===== config.mk =====
export PLATFORM = sky130hd
export DESIGN_NAME = ifetch_ctrl
export DESIGN_NICKNAME = d
export VERILOG_FILES = /design/src/rtl/ifetch_pkg.sv /design/src/rtl/ifetch_fifo.sv /design/src/rtl/ifetch_ctrl.sv
export SDC_FILE = /design/constraint.sdc
export NUM_CORES = 1
export LEC_CHECK = 0
export ABC_AREA = 1
export BUFFER_PORTS_ARGS = -buffer_cell sky130_fd_sc_hd__buf_2
export CAP_MARGIN = 5
export CELL_PAD_IN_SITES_DETAIL_PLACEMENT = 1
export CELL_PAD_IN_SITES_GLOBAL_PLACEMENT = 1
export CORE_ASPECT_RATIO = 1.1
export CORE_MARGIN = 2
export CORE_UTILIZATION = 40
export DETAILED_ROUTE_END_ITERATION = 10
export MAX_ROUTING_LAYER = met4
export PLACE_DENSITY_LB_ADDON = 0.15
export SYNTH_ARGS = -nofsm -noshare
export SYNTH_HDL_FRONTEND = slang
export SYNTH_HIERARCHICAL = 1
export SYNTH_SLANG_ARGS = --single-unit

===== constraint.sdc =====
create_clock -name clk -period 2.1 [get_ports clk]
set_input_delay 0.315 -clock clk [delete_from_list [all_inputs] [get_ports clk]]
set_output_delay 0.315 -clock clk [all_outputs]
set_load 0.02 [all_outputs]

===== src/rtl/ifetch_pkg.sv =====
// Shared types and constants for the instruction fetch controller.
// The optional bad-PC fault feature is enabled by defining IFETCH_FAULT_EN.
package ifetch_pkg;

    typedef enum logic {
        RUN  = 1'b0,
        HALT = 1'b1
    } state_e;

    typedef struct packed {
        logic [31:0] pc;
        logic [31:0] inst;
    } fetch_entry_t;

    localparam int DEFAULT_DEPTH = 2;

    localparam logic [31:0] NOP = 32'h0000_0013;

endpackage


===== src/rtl/ifetch_fifo.sv =====
// Shift-register prefetch FIFO: entry 0 is always the head, so the head is a plain register.
// Clear wins over push and pop.
module ifetch_fifo
    import ifetch_pkg::*;
#(
    parameter int DEPTH = DEFAULT_DEPTH
) (
    input  logic                       clk,
    input  logic                       rst_n,
    input  logic                       push_i,
    input  logic                       pop_i,
    input  logic                       clear_i,
    input  fetch_entry_t               wdata_i,
    output fetch_entry_t               head_o,
    output logic [$clog2(DEPTH+1)-1:0] count_o,
    output logic                       full_o,
    output logic                       empty_o
);

    localparam int CNT_W = $clog2(DEPTH + 1);

    fetch_entry_t     mem_q [DEPTH];
    fetch_entry_t     mem_d [DEPTH];
    logic [CNT_W-1:0] count_q;
    logic [CNT_W-1:0] count_d;
    logic [CNT_W-1:0] writeIdx;

    // On a simultaneous pop the new word lands one slot lower, behind the shifted entries.
    always_comb begin
        mem_d    = mem_q;
        count_d  = count_q;
        writeIdx = pop_i ? (count_q - CNT_W'(1)) : count_q;
        if (clear_i) begin
            count_d = '0;
        end else begin
            if (pop_i) begin
                for (int i = 0; i < DEPTH - 1; i++) begin
                    mem_d[i] = mem_q[i+1];
                end
            end
            for (int i = 0; i < DEPTH; i++) begin
                if (push_i && (writeIdx == CNT_W'(i))) begin
                    mem_d[i] = wdata_i;
                end
            end
            count_d = count_q + CNT_W'(push_i) - CNT_W'(pop_i);
        end
    end

    always_ff @(posedge clk or negedge rst_n) begin
        if (!rst_n) begin
            for (int i = 0; i < DEPTH; i++) begin
                mem_q[i] <= '0;
            end
            count_q <= '0;
        end else begin
            mem_q   <= mem_d;
            count_q <= count_d;
        end
    end

    assign head_o  = mem_q[0];
    assign count_o = count_q;
    assign full_o  = (count_q == CNT_W'(DEPTH));
    assign empty_o = (count_q == '0);

endmodule


===== src/rtl/ifetch_ctrl.sv =====
// Instruction fetch controller: fetch PC, redirect handling and prefetch FIFO hand-off to decode.
// Define IFETCH_FAULT_EN to enable bad-PC detection, the HALT state and the fault output.
module ifetch_ctrl
    import ifetch_pkg::*;
#(
    parameter int          ADDR_W   = 7,
    parameter logic [31:0] RESET_PC = 32'h0000_0000,
    parameter int          DEPTH    = DEFAULT_DEPTH
) (
    input  logic        clk,
    input  logic        rst_n,
    output logic [31:0] imem_a,
    input  logic [31:0] imem_rd,
    input  logic        redirect_valid,
    input  logic [31:0] redirect_pc,
    output logic        inst_valid,
    output logic [31:0] inst,
    output logic [31:0] inst_pc,
    input  logic        inst_ready,
    output logic        fault
);

    localparam int CNT_W = $clog2(DEPTH + 1);

    state_e           state_q;
    state_e           state_d;
    logic [31:0]      pc_q;
    logic [31:0]      pc_d;
    logic [31:0]      pcInc;
    logic             push;
    logic             pop;
    logic             pcBad;
    logic             fifoFull;
    logic             fifoEmpty;
    logic [CNT_W-1:0] fifoCount;
    fetch_entry_t     fifoHead;
    fetch_entry_t     fifoWdata;

`ifdef IFETCH_FAULT_EN
    function automatic logic badPc(input logic [31:0] a);
        return (a[1:0] != 2'b00) || (a[31:ADDR_W] != '0);
    endfunction

    assign pcInc = pc_q + 32'd4;
    assign fault = (state_q == HALT);
`else
    localparam logic [31:0] WRAP_MASK = (32'd1 << ADDR_W) - 32'd1;

    assign pcInc = (pc_q + 32'd4) & WRAP_MASK;
    assign fault = 1'b0;
`endif

    assign pop       = (fifoCount != '0) && inst_ready;
    assign fifoWdata = '{pc: pc_q, inst: imem_rd};

    // A redirect to a bad target leaves the state alone, so from RUN the fault shows one cycle later.
    always_comb begin
        state_d = state_q;
        pc_d    = pc_q;
        push    = 1'b0;
        pcBad   = 1'b0;
`ifdef IFETCH_FAULT_EN
        pcBad   = badPc(pc_q);
`endif
        if (redirect_valid) begin
            pc_d = redirect_pc;
`ifdef IFETCH_FAULT_EN
            state_d = badPc(redirect_pc) ? state_q : RUN;
`endif
        end else if (state_q == RUN) begin
            if (pcBad) begin
                state_d = HALT;
            end else if (!fifoFull || pop) begin
                push = 1'b1;
                pc_d = pcInc;
            end
        end
    end

    always_ff @(posedge clk or negedge rst_n) begin
        if (!rst_n) begin
            state_q <= RUN;
            pc_q    <= RESET_PC;
        end else begin
            state_q <= state_d;
            pc_q    <= pc_d;
        end
    end

    ifetch_fifo #(
        .DEPTH (DEPTH)
    ) u_fifo (
        .clk     (clk),
        .rst_n   (rst_n),
        .push_i  (push),
        .pop_i   (pop),
        .clear_i (redirect_valid),
        .wdata_i (fifoWdata),
        .head_o  (fifoHead),
        .count_o (fifoCount),
        .full_o  (fifoFull),
        .empty_o (fifoEmpty)
    );

    assign imem_a     = pc_q;
    assign inst_valid = !fifoEmpty;
    assign inst       = fifoHead.inst;
    assign inst_pc    = fifoHead.pc;

endmodule


==> run metrics <==
Setup crit end kind=flop; crit path launch type=flop; yosys warns=6; # nets final=between 1,000 and 1,500; share of cells above drive strength 1=a little over a fifth; row count=54; Longest Clk Path Bufs=2; drt wl/cell=roughly 15 um; CTS root buffer=clkbuf_16; R2R setup slack=between 200 and 250 ps; Power Density=around 1500 nW/um^2; R2R cell count=9; Crit path required time=between 2000 and 2500 ps; clk slew on worst S/H paths=70 ps; final core occ=about 47%; Max-slew headroom=between 60 and 70%; Distinct cells, synth=29; Crit Path Max Fanout=76; M1 WL=9090 um; final setup fails=0; post-synthesis register bit count=between 150 and 200; first-pass GRT wire length=between 30,000 and 40,000 um; hold depth=3; Worst-Skew Late Latency=430 ps; RSZ-0062 raised after global routing=no; DP HPWL=between 10,000 and 15,000 um; Final GP Congestion=around 0.75; Initial Utilization=between 40 and 50%; CP startpoint=u_fifo/count_o[1]; Max-Cap Viols=0; CTS tree=done; LEAKAGE=~5.3 nW; WP data arrival=around 2200 ps; Slew Viols, Final=0; largest net degree at the start of global routing=77; IO Count=approximately 170; syn nets=between 1,000 and 1,500; HP Class=in2reg; Final ANT Viol Nets=0; drt initial violations=between 200 and 250; routed wl met3=891 um; Layout Skew=8.42 ps; most common cell after layout, fill and taps aside=nand2_1; Tightest Pin Transition=about 600 ps; WS Path Type=reg2reg; Synth Cell Area=between 8000 and 9000 sq um; TritonCTS buffer count=17; Fmax=around 530 MHz; DR top layer=met4; initial antenna violation count=3; most frequent cells in the layout=nand2_1 (481), buf_2 (163), dfrtp_1 (162), inv_1 (77), nand3_1 (71); Die Ht=roughly 150 um; Detailed Routing Iterations Pass 1=4; Die Width=around 140 um; final hold violation count=0; Buffers on Ports=164; routed wl met2=~9900 um; Routed WL=around 20,000 um; die footprint=about 21,000 sq um; fin crit period=roughly 1900 ps; Core Area=approximately 20,000 sq um; vias in the first global route=between 6,000 and 7,000; R2R Path End=u_fifo/mem_q[15]; GR Util All Layers=20.5%; worst vdd ir=roughly 0.67 mV; area growth from synthesis to layout=14.7%; Post-CTS Setup Bufs=0; Setup crit end=u_fifo/mem_q[15]; Setup WS post-layout=206 ps; period utilisation layout=about nine tenths; Place WS=95.6 ps; Syn Area/Cell=between 7 and 8 sq um; grt ovf=0; via count=approximately 6,400; TritonCTS Sinks=approximately 160; # DRC=0; register area share after synthesis=about 50%; Setup TNS=0 ps; status=finished clean; Critical R2R Launch=u_fifo/count_o[1]; Post-Syn Instances=just over 1,000; Vias/cell=approximately 4.7; H-Tree Depth=4
sequential cells by signal (all words and copies together), names as in the netlist:
| name | cells |
|---|---|
| imem_a | 32 |
| u_fifo/count_o | 2 |
| u_fifo/head_o | 64 |
| u_fifo/mem_q | 64 |
logic make-up after synthesis:
group | after synthesis | synth area share, %
xor+xnor | 2 | 0.218
other cells | 1 | 0.0466
simple gates | 574 | 28.7
fa+ha+maj | 5 | 0.778
flops | 162 | 50.4
compound gates | 70 | 4.56
buf+inv | 199 | 15.3
how the worst min path moves through the flow:
stage / start / endpoint / slack (ps)
detailed placement: rst_n / u_fifo/mem_q[11] / 340
floorplan: rst_n / imem_a[0] / 20
finish: redirect_pc[22] / imem_a[22] / 80
global placement: rst_n / u_fifo/mem_q[11] / 350
global route: redirect_pc[30] / imem_a[30] / 60
CTS: redirect_pc[30] / imem_a[30] / 60
layer usage:
layer / vias up / global-route usage [%]
met2: 116 / 34.4
met1: 3042 / 25.2
met5: - / -
li1: 3215 / -
met3: 13 / 4.93
met4: 0 / 4.47
synthesized netlist by cell type (all sizes together):
master / n / area, sq um
o21ai: 68 / 355
ha: 5 / 62.6
xnor2: 1 / 8.76
nand4: 2 / 12.5
inv: 80 / 303
conb: 1 / 3.75
a31oi: 1 / 6.26
nor2: 4 / 17.5
nand3: 74 / 388
a21oi: 1 / 5.00
xor2: 1 / 8.76
dfrtp: 162 / 4050
buf: 111 / 838
or2: 2 / 12.5
nand2: 492 / 1870
clkbuf: 8 / 90.1
what timing repair did:
| item | CTS | global route |
|---|---|---|
| resized for setup | 0 | 6 |
| hold buffers | 1 | 0 |
| hold endpoints to repair | 51 | 0 |
| setup endpoints to repair | 0 | 49 |
critical path, cell delays in order (launching register included):
cell	delay, ps
dfrtp_1	420
buf_4	180
inv_1	70
ha_1	290
nand2_1	120
o21ai_4	110
nand3_4	100
buf_12	300
nand2_1	90
o21ai_1	90
report_power, final:
group / total, mW / switching, mW / internal (mW)
sequential: 4.86 / 0.648 / 4.21
clock: 3.12 / 1.35 / 1.77
combinational: 5.83 / 3.84 / 1.99
total: 13.8 / 5.84 / 7.98
per-stage QoR:
stage          power [mW]  cell area [sq um]  std cells  hold slack [ps]
2_1_floorplan        9.77               8040       1013             19.4
3_3_place_gp         10.6               8600       1337              346
3_5_place_dp         10.8               8600       1337              341
4_1_cts              14.0               9200       1370             64.7
5_1_grt              15.0               9230       1373             64.6
6_report             13.8               9230       1373             84.1
cell type report:
type / count / area [sq um]
Fill cell: 2528 / 10600
Inverter: 80 / 303
Multi-Input combinational cell: 652 / 2790
Clock buffer: 18 / 429
Clock inverter: 14 / 154
Tap cell: 252 / 315
Antenna cell: 3 / 7.51
Sequential cell: 162 / 4050
Timing Repair Buffer: 192 / 1170
(Power assumes the default switching activity.)
